[config.mk]
export PLATFORM = sky130hd
export DESIGN_NAME = ux607_reset_sequencer_flat
export DESIGN_NICKNAME = d
export VERILOG_FILES = /design/src/rtl/ux607_reset_sequencer_if.sv /design/src/rtl/ux607_reset_sequencer.sv /design/src/flat_wrapper.sv
export SDC_FILE = /design/constraint.sdc
export NUM_CORES = 1
export LEC_CHECK = 0
export BUFFER_PORTS_ARGS = -buffer_cell sky130_fd_sc_hd__buf_2
export CAP_MARGIN = 20
export CORE_ASPECT_RATIO = 0.75
export CORE_MARGIN = 5
export CORE_UTILIZATION = 38
export CTS_CLUSTER_SIZE = 14
export DETAILED_ROUTE_END_ITERATION = 6
export PLACE_DENSITY = 0.55
export SETUP_SLACK_MARGIN = 0.3
export SYNTH_ARGS = -nofsm -noshare
export SYNTH_HDL_FRONTEND = slang
export SYNTH_SLANG_ARGS = --single-unit
[constraint.sdc]
create_clock -name clock -period 2.06 [get_ports clock]
set_clock_uncertainty 0.15 [all_clocks]
set_input_delay 0.412 -clock clock [delete_from_list [all_inputs] [get_ports clock]]
set_output_delay 0.412 -clock clock [all_outputs]
set_load 0.01 [all_outputs]
[src/rtl/ux607_reset_sequencer_if.sv]
// ux607_reset_sequencer_if
//   Groups the reset-sequencing signals between the sequencer and the
//   reset tree it drives.
//   sync_reset_in : synchronized active-high reset from catch-and-sync
//   stage_ack     : per-stage ready level, NUM_STAGES bits
//   stage_reset   : per-stage active-high reset, bit 0 released first
//   seq_done      : all stages released and acknowledged
//   seq_error     : sticky ack-timeout flag
//   Modports: master = sequencer side, slave = reset-tree/environment side.
interface ux607_reset_sequencer_if #(
  parameter int unsigned NUM_STAGES = 4
);
  logic                  sync_reset_in;
  logic [NUM_STAGES-1:0] stage_ack;
  logic [NUM_STAGES-1:0] stage_reset;
  logic                  seq_done;
  logic                  seq_error;

  modport master (
    input  sync_reset_in,
    input  stage_ack,
    output stage_reset,
    output seq_done,
    output seq_error
  );

  modport slave (
    output sync_reset_in,
    output stage_ack,
    input  stage_reset,
    input  seq_done,
    input  seq_error
  );
endinterface

[src/rtl/ux607_reset_sequencer.sv]
// ux607_reset_sequencer
//   Ordered reset-release sequencer. Consumes the synchronized reset from the
//   catch-and-sync stage and releases NUM_STAGES subsystem resets one at a
//   time, each spaced by STAGE_DELAY cycles and gated by the previous stage's
//   ready acknowledge.
//   Ports:
//     clock : block clock
//     reset : asynchronous active-high reset of the sequencer
//     bus   : ux607_reset_sequencer_if.master (sync_reset_in, stage_ack in;
//             stage_reset, seq_done, seq_error out; all outputs registered)
//   Build option:
//     UX607_RSTSEQ_TIMEOUT_EN : when defined, an ack that stays low for
//     TIMEOUT WAIT_ACK edges sets the sticky seq_error and the sequence moves
//     on as if acked. When undefined, WAIT_ACK waits indefinitely and
//     seq_error is constant 0.
module ux607_reset_sequencer #(
  parameter int unsigned NUM_STAGES  = 4,
  parameter int unsigned STAGE_DELAY = 16,
  parameter int unsigned DELAY_W     = 8,
  parameter int unsigned TIMEOUT     = 1024
) (
  input  logic                            clock,
  input  logic                            reset,
  ux607_reset_sequencer_if.master         bus
);

  localparam int unsigned IDX_W = (NUM_STAGES > 1) ? $clog2(NUM_STAGES) : 1;
  localparam logic [IDX_W-1:0]   LAST_IDX   = IDX_W'(NUM_STAGES - 1);
  localparam logic [DELAY_W-1:0] DELAY_LOAD = DELAY_W'(STAGE_DELAY - 1);

  // Elaboration-time parameter sanity checks.
  if (NUM_STAGES < 1 || NUM_STAGES > 16) begin : g_bad_num_stages
    $error("NUM_STAGES must be in 1..16");
  end
  if (STAGE_DELAY < 1 || STAGE_DELAY >= (64'd1 << DELAY_W)) begin : g_bad_delay
    $error("STAGE_DELAY must be in 1..2^DELAY_W-1");
  end
  if (TIMEOUT < 2) begin : g_bad_timeout
    $error("TIMEOUT must be >= 2");
  end

  typedef enum logic [1:0] {
    HOLD,
    DELAY,
    WAIT_ACK,
    DONE
  } state_t;

  state_t                state, state_d;
  logic [IDX_W-1:0]      idx, idx_d;
  logic [DELAY_W-1:0]    dcnt, dcnt_d;
  logic [NUM_STAGES-1:0] stage_reset_q, stage_reset_d;
  logic                  done_q, done_d;
  logic                  ack;
  logic                  advance;

`ifdef UX607_RSTSEQ_TIMEOUT_EN
  localparam int unsigned TCNT_W = $clog2(TIMEOUT);
  localparam logic [TCNT_W-1:0] TCNT_LAST = TCNT_W'(TIMEOUT - 1);

  logic [TCNT_W-1:0] tcnt, tcnt_d;
  logic              error_q, error_d;
`endif

  assign ack = bus.stage_ack[idx];

  always_comb begin
    state_d       = state;
    idx_d         = idx;
    dcnt_d        = dcnt;
    stage_reset_d = stage_reset_q;
    done_d        = done_q;
    advance       = 1'b0;
`ifdef UX607_RSTSEQ_TIMEOUT_EN
    tcnt_d        = tcnt;
    error_d       = error_q;
`endif

    case (state)
      HOLD: begin
        if (!bus.sync_reset_in) begin
          dcnt_d  = DELAY_LOAD;
          state_d = DELAY;
        end
      end
      DELAY: begin
        if (dcnt != '0) begin
          dcnt_d = dcnt - 1'b1;
        end else begin
          stage_reset_d[idx] = 1'b0;
          state_d            = WAIT_ACK;
`ifdef UX607_RSTSEQ_TIMEOUT_EN
          tcnt_d             = '0;
`endif
        end
      end
      WAIT_ACK: begin
        advance = ack;
`ifdef UX607_RSTSEQ_TIMEOUT_EN
        if (!ack) begin
          if (tcnt == TCNT_LAST) begin
            error_d = 1'b1;
            advance = 1'b1;
          end else begin
            tcnt_d = tcnt + 1'b1;
          end
        end
`endif
        if (advance) begin
          if (idx == LAST_IDX) begin
            done_d  = 1'b1;
            state_d = DONE;
          end else begin
            idx_d   = idx + 1'b1;
            dcnt_d  = DELAY_LOAD;
            state_d = DELAY;
          end
        end
      end
      DONE: begin
      end
      default: begin
        state_d = HOLD;
      end
    endcase

    // Reassertion of the upstream reset overrides any transition computed
    // above, including ack acceptance and timeout.
    if (bus.sync_reset_in && state != HOLD) begin
      state_d       = HOLD;
      idx_d         = '0;
      stage_reset_d = '1;
      done_d        = 1'b0;
`ifdef UX607_RSTSEQ_TIMEOUT_EN
      error_d       = 1'b0;
`endif
    end
  end

  always_ff @(posedge clock or posedge reset) begin
    if (reset) begin
      state         <= HOLD;
      idx           <= '0;
      dcnt          <= '0;
      stage_reset_q <= '1;
      done_q        <= 1'b0;
    end else begin
      state         <= state_d;
      idx           <= idx_d;
      dcnt          <= dcnt_d;
      stage_reset_q <= stage_reset_d;
      done_q        <= done_d;
    end
  end

`ifdef UX607_RSTSEQ_TIMEOUT_EN
  always_ff @(posedge clock or posedge reset) begin
    if (reset) begin
      tcnt    <= '0;
      error_q <= 1'b0;
    end else begin
      tcnt    <= tcnt_d;
      error_q <= error_d;
    end
  end

  assign bus.seq_error = error_q;
`else
  assign bus.seq_error = 1'b0;
`endif

  assign bus.stage_reset = stage_reset_q;
  assign bus.seq_done    = done_q;

endmodule

[src/flat_wrapper.sv]
// flat-port wrapper written by rule: the top's interface ports become plain ports
module ux607_reset_sequencer_flat 
#(
  parameter int unsigned NUM_STAGES  = 4,
  parameter int unsigned STAGE_DELAY = 16,
  parameter int unsigned DELAY_W     = 8,
  parameter int unsigned TIMEOUT     = 1024
)
  (clock, reset, bus_sync_reset_in, bus_stage_ack, bus_stage_reset, bus_seq_done, bus_seq_error);
  ux607_reset_sequencer_if #(.NUM_STAGES(NUM_STAGES)) bus_i ();
  input  logic clock;
  input  logic reset;
  input wire logic [$bits(bus_i.sync_reset_in)-1:0] bus_sync_reset_in;
  input wire logic [$bits(bus_i.stage_ack)-1:0] bus_stage_ack;
  output wire logic [$bits(bus_i.stage_reset)-1:0] bus_stage_reset;
  output wire logic [$bits(bus_i.seq_done)-1:0] bus_seq_done;
  output wire logic [$bits(bus_i.seq_error)-1:0] bus_seq_error;
  assign bus_i.sync_reset_in = bus_sync_reset_in;
  assign bus_i.stage_ack = bus_stage_ack;
  assign bus_stage_reset = bus_i.stage_reset;
  assign bus_seq_done = bus_i.seq_done;
  assign bus_seq_error = bus_i.seq_error;
  ux607_reset_sequencer #(.NUM_STAGES(NUM_STAGES), .STAGE_DELAY(STAGE_DELAY), .DELAY_W(DELAY_W), .TIMEOUT(TIMEOUT)) u_core (.clock(clock), .reset(reset), .bus(bus_i));
endmodule
After elaboration in Yosys (flattened, before gate mapping)
Index checks and enable logic that the tools add are counted.
{"block": "word_totals", "in_bits": 7, "ff_bits": 17, "word_cells": 65}
{"block": "classes", "n_lt_le_gt_ge": 2, "reduce_logical": 16, "n_addsub": 2, "eq_ne": 12, "muxes": 26, "bitwise": 2}
{"op": "$mux 8", "n": 4}
{"op": "$pmux 8 s3", "n": 1}
{"op": "$mux 2", "n": 9}
{"op": "$mux 4", "n": 3}
{"op": "$reduce_bool 2->1", "n": 5}
{"op": "$ne 2x2->1 const B", "n": 4}
{"op": "$reduce_bool 8->1", "n": 1}
{"op": "$sub 8x1->8 const B", "n": 1}
{"op": "$mux 1", "n": 6}
{"op": "$pmux 2 s3", "n": 1}
{"op": "$reduce_and 3->1", "n": 2}
{"op": "$reduce_and 5->1", "n": 1}
{"op": "$and 4x4->4", "n": 1}
{"op": "$eq 2x2->1 const B", "n": 2}
{"op": "$ne 2x1->1 const B", "n": 2}
{"op": "$not 4->4", "n": 1}
{"op": "$reduce_and 4->1", "n": 1}
{"op": "$reduce_bool 4->1", "n": 1}
{"op": "$lt 2x3->1 const B", "n": 1}
{"op": "$ne 3x1->1 const B", "n": 1}
{"op": "$ne 3x2->1 const B", "n": 1}
{"op": "$ne 3x3->1 const B", "n": 1}
{"op": "$reduce_bool 3->1", "n": 1}
{"op": "$add 2x1->2 const B", "n": 1}
{"op": "7 further kinds", "n": 8}

Longest topological paths before layout
Gate-level depths: netlist of run 1.
{"block": "logic_depth", "word_depth": 9, "mapped_depth": 7, "mapped_depth_nobuf": 6}

Worst setup path before layout of run 1
No wires, ideal clock.
{"block": "synth_path", "kind": "register -> register", "start": "reg u_core.state[0]", "end": "reg u_core.dcnt[4]", "required_ns": 1.811, "arrival_ns": 1.885, "stages_incl_launch_ff": 8, "period_less_slack_ns": 2.134, "setup_slack_ns": -0.074, "path_cell_list": "dfrtp_1 inv_1 ha_1 a221oi_1 o221ai_2 or2_1 buf_6 o311ai_4"}
{"block": "synth_via", "elab_chain_cells": 3}
{"element": "start: declaration", "line": "ux607_reset_sequencer.sv:49", "rtl": "state_t state, state_d;"}
{"element": "start signal: assignment", "line": "ux607_reset_sequencer.sv:148", "rtl": "state <= state_d;"}
{"element": "$eq 2x2->1 (tied with other cells)", "line": "ux607_reset_sequencer.sv:79", "rtl": "case (state)"}
{"element": "$ne 2x1->1 (no source line) (tied with other cells)"}
{"element": "$reduce_and 5->1 (no source line)"}
{"element": "end signal: assignment", "line": "ux607_reset_sequencer.sv:150", "rtl": "dcnt <= dcnt_d;"}
{"element": "end: declaration", "line": "ux607_reset_sequencer.sv:51", "rtl": "logic [DELAY_W-1:0] dcnt, dcnt_d;"}
Several ways; a longest one is shown, not always the timed one.
A chain may end at the register's enable or synchronous reset.

Final worst setup path of run 1
{"block": "layout_path", "start": "reg u_core.dcnt[0]", "end": "reg u_core.dcnt[7]"}
{"block": "layout_via", "elab_chain_cells": 3}
{"element": "$sub 8x1->8 or $reduce_bool 8->1 (tied branches)", "line": "ux607_reset_sequencer.sv:88, ux607_reset_sequencer.sv:87"}
{"element": "$mux 8 or $ne 2x1->1 (tied branches)"}
{"element": "$pmux 8 s3 or $reduce_and 5->1 (tied branches)"}
Several ways; a longest one is shown, not always the timed one. The select of a mux whose other input is x is not followed.

==> results of run 1 <==
-- state kept, by name, indices dropped and copies added, names as in the netlist --
name                    count
u_core.dcnt                 8
u_core.bus.seq_done         1
u_core.state                2
u_core.idx                  2
u_core.bus.stage_reset      4
-- kinds of logic (layout without fill, tap and decap cells) --
kind of cell | Yosys count | count (layout)
buffers and inverters | 14 | 47
AOI/OAI and AO/OA | 31 | 31
and+or+nand+nor | 44 | 44
other | 1 | 1
DFF | 17 | 17
muxes | 6 | 6
adders and majority gates | 10 | 10
-- what timing repair did --
item                       4_1_cts  5_1_grt
pin swaps                        4        7
setup endpoints to repair       16       17
buffers inserted                10        2
gates resized for setup         13       11
-- power groups by stage --
stage               Clock (mW)  Combinational (mW)  Sequential, mW
floorplan                    0               0.509           0.473
global placement             0               0.719           0.447
detailed placement           0               0.734           0.449
CTS                      0.263               0.887           0.438
global route             0.271                1.10           0.449
finish                   0.256                1.02           0.444
-- routing by layer --
| layer | vias up | GRT usage (%) | share of wire (%) |
|---|---|---|---|
| met4 | 0 | 1.52 | 0.36 |
| met1 | 507 | 20.5 | 47 |
| li1 | 515 | - | - |
| met2 | 17 | 24.4 | 49 |
| met3 | 2 | 3.58 | 3.6 |
| met5 | - | 0 | 0 |
-- critical path: cells and delay by family, from the launching register on --
family / cells / cell delay [ns]
compound gates: 1 / 0.12
buf+inv: 2 / 0.22
flops: 1 / 0.40
simple gates: 3 / 0.77
fa+ha+maj: 1 / 0.13
-- final cells by class --
cell class / instances / area [um2] / share of cell area (%)
multi-input cells: 92 / 846 / 51.8
clock buffers: 3 / 41.3 / 2.53
well taps: 38 / 47.5 / 2.91
inverters: 11 / 41.3 / 2.53
clock inverters: 1 / 5.00 / 0.306
flip-flops and latches: 17 / 433 / 26.5
repair buffers: 32 / 220 / 13.5
-- Yosys cell counts, types with 2 or more instances --
cell | number | share of area (%)
o21ai_0 | 6 | 2.5
dfrtp_1 | 13 | 27
o221ai_1 | 3 | 2.2
ha_1 | 10 | 11
a21oi_1 | 5 | 2.1
nor3_1 | 9 | 3.8
nand2_1 | 14 | 4.4
a211oi_1 | 2 | 1.3
dfstp_2 | 4 | 8.9
inv_1 | 11 | 3.5
nand3_1 | 4 | 1.7
nand3b_1 | 2 | 1.3
nand2b_1 | 3 | 1.6
nor2b_1 | 2 | 1.1
mux2_2 | 3 | 2.8
a21o_1 | 4 | 2.5
mux2i_1 | 2 | 1.7
-- metrics by stage --
| stage | cell area, um2 | setup WS, ns | hold slack, ns | utilization (%) | instances |
|---|---|---|---|---|---|
| finish | 1630 | 0.132 | 0.0849 | 54.9 | 194 |
| floorplan | 1240 | 0.120 | 0.185 | - | 123 |
| global route | 1630 | 0.0596 | 0.171 | 54.9 | 194 |
| CTS | 1560 | 0.155 | 0.126 | 52.3 | 192 |
| detailed placement | 1390 | 0.0644 | 0.351 | 46.6 | 178 |
| global placement | 1390 | 0.0676 | 0.346 | 46.6 | 178 |
-- worst paths after layout --
kind,depth (start not counted),end
setup / recovery,7,u_core.dcnt[7]
hold / removal,2,u_core.dcnt[0]
setup reg to reg,7,u_core.dcnt[7]
hold reg to reg,1,u_core.bus.stage_reset[2]
max in group asynchronous,2,u_core.idx[0]
min in group clock,1,u_core.bus.stage_reset[2]
==> summary.txt, run 1 <==
Power and ir drop
  • Design Power: 1.71 mW
  • Peak VDD IR: 660 uV
  • Logic pwr share: 59.2%
  • Net switching power of the design: 0.701 mW
  • Internal: 1.01 mW
  • Lkg Pwr: 0.694 nW
  • Clock power frac: 14.9%
  • Seq pwr share: 25.9%
  • Sw Share: 40.9%
  • Power per Cell Area: 1050 nW/um2

Worst setup path
  • R2R Setup Slk: 0.13 ns
  • CP Launch Point: u_core.dcnt[0]
  • Critical path data arrival time: 1.89 ns
  • CP Max Fanout: 8
  • Worst r2r src: u_core.dcnt[0]
  • Critical path's largest stage delay: 0.50 ns
  • Setup crit start kind: flip-flop
  • Slowest CP cell: or4b_4
  • Worst setup path class: flip-flop to flip-flop
  • Critical Path End Type: flip-flop
  • Worst path required time: 2.03 ns
  • Crit path cell chain: inv_2 -> ha_1 -> or4b_4 -> nor3_4 -> or2_1 -> buf_6 -> o221ai_1

Clocking
  • Clock latency at the later pin of the worst-skew pair: 0.26 ns
  • CTS Sinks: 17
  • CTS Hold Bufs: 0
  • CTS tree: done
  • # H-tree levels: 1
  • CTS buffer count: 3
  • Root buf cell: clkbuf_8
  • Clock transition at path regs: 0.07 ns
  • Clock Tree Buf Depth: 2

GRT
  • GR Util All Layers: 14.8%
  • Vias in the first global route: 1,000
  • Remaining Overflow, GRT: 0
  • Initial antenna violation count: 0
  • Largest net degree at the start of global routing: 18
  • First-pass GRT wire length: 4.95 mm

Detailed routing
  • Via/cell ratio: 5.37
  • Final ANT Viol Nets: 0
  • Drt wl/cell: 15.8 um
  • Via count: 1,041
  • Router iterations before antenna repair: 4
  • Initial DRC Count: 35
  • Final WL: 3.07 mm
  • DR DRC count: 0

Floorplan
  • Die Wd: 74.5 um
  • Starting Density: 39.9%
  • Die area: 4350 um2
  • Total I/O pin count: 13
  • Number of core rows: 17
  • Core area: 2980 um2
  • Die Height: 58.4 um

Job
  • Maxcap violations: 0

Logic synthesis
  • FF+latch count, synth: 17
  • Post-synth EDFFs: 0
  • Simple-Gate Fraction of Synth Area: 20.7%
  • Prevailing post-synth register cell: dfrtp_1
  • Syn Inst Count: 123
  • FFs w/ async S/R, synth: 100%
  • Mux cell area share after synthesis: 6.74%
  • Yosys cell types: 43
  • Compound-Gate Fraction of Synth Area: 20.1%
  • Seq/Total Area, Yosys: 36.2%
  • Mean cell area of the mapped netlist: 9.65 um2
  • Synth warn: 0
  • Synthesized area: 1190 um2
  • Syn_nets: 140
  • Largest family of logic cells by synthesized area: simple AND/OR/NAND/NOR gates
  • Fraction of the mapped netlist area in adder cells: 10.5%
  • Xor/xnor share of the synthesized area: 0%

Finish
  • Final nets: 174
  • Share of layout cells above drive strength 1: 48.7%
  • # fillers: 246
  • Commonest cells after routing, fill and taps aside: buf_4 (19), nand2_1 (14), buf_2 (11), dfrtp_1 (11)
  • Layout area overhead: 37.6%
  • Leading cell type in the layout, fill and taps excluded: buf_4
  • Antenna Cells: 0

STA
  • Final period util: 93.6%
  • Peak Freq: 0.519 GHz
  • Max-slew violations: 0
  • Headroom to the max-slew limit: 56.6%
  • Min cycle time layout: 1.93 ns
  • Sum Neg Setup Slack: 0 ns
  • Unrepaired setup endpoints after global routing: true
  • Final Setup Violations: 0
  • Measured slew at the worst slew-check pin: 0.650 ns
  • Final Hold Viols: 0

Placement
  • Placer Congestion: 0.746
  • IO buf count: 11
  • DP HPWL: 2.07 mm

Min path
  • Worst min-delay path category: primary input to asynchronous set/reset pin

Outcome
  • Status: finished clean
(Power assumes the default switching activity.)
==> inputs of run 2 (changes only) <==
Settings changed: BUFFER_PORTS_ARGS -buffer_cell sky130_fd_sc_hd__buf_2 to not set, CORE_MARGIN 5 to not set, DONT_BUFFER_PORTS set to 1, PLACE_DENSITY 0.55 to 0.51.
==> run 2 against run 1 <==
  * Die area is 23% lower
  * Critical path depth is 1 lower
  * Core utilization shrank 2.3 points
  * Non-clock buffer count is 13 lower
  * Sequential share of layout area increased by 1.3 points
  * Sequential power up 2%
  * Largest cell class unchanged
  * Routed wire length is 9.5% lower
  * Via count decreased by 2.3%
  * The flow now finishes with violations (hold timing)
  * Global-route usage is 3.5 points higher
  * Clock-buffer cell count stayed put
==> summary.txt, run 2 (synthesized netlist as in run 1, its figures left out) <==
Outcome
  • Status: complete, but fails checks (was finished clean)
  • Failing checks: hold timing

Worst setup path
  • Worst path required time: 2.09 ns (was 2.03 ns)
  • Worst r2r src: u_core.dcnt[0] (unchanged)
  • R2R Setup Slk: 0.15 ns (was 0.13 ns)
  • Setup crit start kind: flip-flop (unchanged)
  • CP Max Fanout: 3 (was 8)
  • R2R depth: 6 (was 7)
  • R2r endpoint: u_core.state[1] (was u_core.dcnt[7])
  • Worst setup path class: flip-flop to flip-flop (unchanged)
  • Critical path data arrival time: 1.94 ns (was 1.89 ns)
  • Critical Path End Type: flip-flop (unchanged)

Detailed routing
  • Via/cell ratio: 5.62 (was 5.37)
  • Via count: 1,017 (was 1,041)
  • Final ANT Viol Nets: 0 (unchanged)
  • Initial DRC Count: 76 (was 35)
  • Met1 wire length: 1.41 mm (was 1.46 mm)
  • Met2 Wirelength: 1.22 mm (was 1.49 mm)
  • Highest routed layer: met4 (unchanged)
  • Drt wl/cell: 15.3 um (was 15.8 um)
  • DR DRC count: 0 (unchanged)
  • Final WL: 2.78 mm (was 3.07 mm)
  • WL met3: 125 um (was 111 um)
  • Router iterations before antenna repair: 4 (unchanged)

Power and ir drop
  • Lkg Pwr: 0.655 nW (was 0.694 nW)
  • Design Power: 1.66 mW (was 1.71 mW)
  • Peak VDD IR: 671 uV (was 660 uV)
  • Power per Cell Area: 1070 nW/um2 (was 1050 nW/um2)

Placement
  • DP HPWL: 1.92 mm (was 2.07 mm)
  • IO buf count: 0 (was 11)
  • Placed Area: 1350 um2 (was 1390 um2)
  • Placement Setup Slack: -0.0346 ns (was 0.0644 ns)
  • Placer Congestion: 0.751 (was 0.746)

Job
  • Maxcap violations: 0 (unchanged)

Finish
  • Commonest cells after routing, fill and taps aside: buf_4 (17), nand2_1 (14), dfrtp_1 (11) (was buf_4 (19), nand2_1 (14), buf_2 (11), dfrtp_1 (11))
  • Layout area overhead: 31.0% (was 37.6%)
  • Largest register FFs: 8 (unchanged)
  • Post-route cell area: 1560 um2 (was 1630 um2)
  • Fin util: 52.6% (was 54.9%)
  • Leading cell type in the layout, fill and taps excluded: buf_4 (unchanged)
  • Share of layout cells above drive strength 1: 43.4% (was 48.7%)
  • Largest Register: u_core.dcnt (unchanged)
  • Antenna Cells: 0 (unchanged)
  • # fillers: 260 (was 246)
  • Final nets: 161 (was 174)

Floorplan
  • Die area: 3350 um2 (was 4350 um2)
  • Die Wd: 66.5 um (was 74.5 um)
  • Die Height: 50.4 um (was 58.4 um)
  • Starting Density: 40.2% (was 39.9%)
  • Core area: 2960 um2 (was 2980 um2)
  • Number of core rows: 17 (unchanged)
  • Total I/O pin count: 13 (unchanged)

STA
  • Peak Freq: 0.523 GHz (was 0.519 GHz)
  • Final Hold Viols: 13 (was 0)
  • Worst hold slack: -0.0112 ns (was 0.0849 ns)
  • Final worst slack: 0.147 ns (was 0.132 ns)
  • Final period util: 92.9% (was 93.6%)
  • Unrepaired setup endpoints after global routing: true (unchanged)
  • Headroom to the max-slew limit: 54.6% (was 56.6%)
  • Min cycle time layout: 1.91 ns (was 1.93 ns)
  • Measured slew at the worst slew-check pin: 0.680 ns (was 0.650 ns)
  • Final Setup Violations: 0 (unchanged)
  • Max-slew violations: 0 (unchanged)

Clocking
  • CTS Hold Bufs: 0 (unchanged)
  • CTS buffer count: 3 (unchanged)
  • Clock Tree Buf Depth: 2 (unchanged)
  • CTS Sinks: 17 (unchanged)
  • # H-tree levels: 1 (unchanged)
  • Clock latency at the later pin of the worst-skew pair: 0.26 ns (about the same)
  • Clock transition at path regs: 0.07 ns (about the same)
  • CTS tree: done (unchanged)
  • Root buf cell: clkbuf_8 (unchanged)

GRT
  • Initial antenna violation count: 0 (unchanged)
  • Remaining Overflow, GRT: 0 (unchanged)
  • Vias in the first global route: 995 (was 1,000)
  • GR Util All Layers: 18.4% (was 14.8%)
  • Largest net degree at the start of global routing: 18 (unchanged)
  • First-pass GRT wire length: 4.52 mm (was 4.95 mm)

Min path
  • Worst min-delay path category: primary input to asynchronous set/reset pin (unchanged)
run 2: cell types whose count changed in the layout (fill, tap and decap cells not counted), moves of 2 or more:
cell / before / now
buf_4: 19 / 17
o21ai_1: 1 / 4
o21ai_0: 5 / 2
a21oi_2: 0 / 2
nor3_2: 5 / 1
nor3_1: 3 / 6
buf_2: 11 / 0
run 2: final cells by class:
type / count / area, um2 / share of cell area [%]
timing repair buffer: 19 / 150 / 9.65
clock buffer: 3 / 41.3 / 2.65
multi-input combinational: 92 / 837 / 53.8
clock inverter: 1 / 5.00 / 0.322
inverter: 11 / 41.3 / 2.65
tap: 38 / 47.5 / 3.06
sequential: 17 / 433 / 27.8
run 2: worst max-delay path by stage:
stage / startpoint / end / slack (ns) / cells after the start
after global routing: u_core.dcnt[0] / u_core.dcnt[2] / 0.09 / 7
after CTS: u_core.dcnt[0] / u_core.state[0] / 0.17 / 6
after detailed placement: u_core.dcnt[1] / u_core.dcnt[7] / -0.03 / 6
final: u_core.dcnt[0] / u_core.state[1] / 0.15 / 6
after floorplan: u_core.dcnt[0] / u_core.dcnt[5] / 0.12 / 7
after global placement: u_core.dcnt[1] / u_core.dcnt[5] / 0.05 / 6
run 2: per-stage QoR:
stage | TNS [ns] | instances
2_1_floorplan | 0 | 123
3_3_place_gp | 0 | 169
3_5_place_dp | -0.0847 | 169
4_1_cts | 0 | 181
5_1_grt | 0 | 181
6_report | 0 | 181
run 2: routing by layer:
| metal | global-route usage (%) | up-vias |
|---|---|---|
| met5 | 0 | - |
| met4 | 3.90 | 0 |
| met3 | 5.91 | 6 |
| met2 | 27.4 | 26 |
| met1 | 25.8 | 497 |
| li1 | - | 488 |
run 2: critical path, cell delays in order (launching register included):
cell     delay (ns)
dfrtp_1        0.39
inv_2          0.06
ha_1           0.14
or4b_4         0.51
o21a_4         0.25
nor3_4         0.13
mux2i_1        0.20
run 2: repair_timing:
item / 4_1_cts / 5_1_grt
pin swaps: 4 / 7
hold endpoints to repair: 0 / 0
endpoints found under the setup margin: 16 / 17
buffers inserted: 8 / 0
gates resized for setup: 17 / 8
run 2: power by group:
part	internal, mW	total [mW]	leakage, nW	switching, mW
sequential	0.396	0.453	0.197	0.0570
clock	0.134	0.261	0.0255	0.126
combinational	0.444	0.947	0.432	0.503
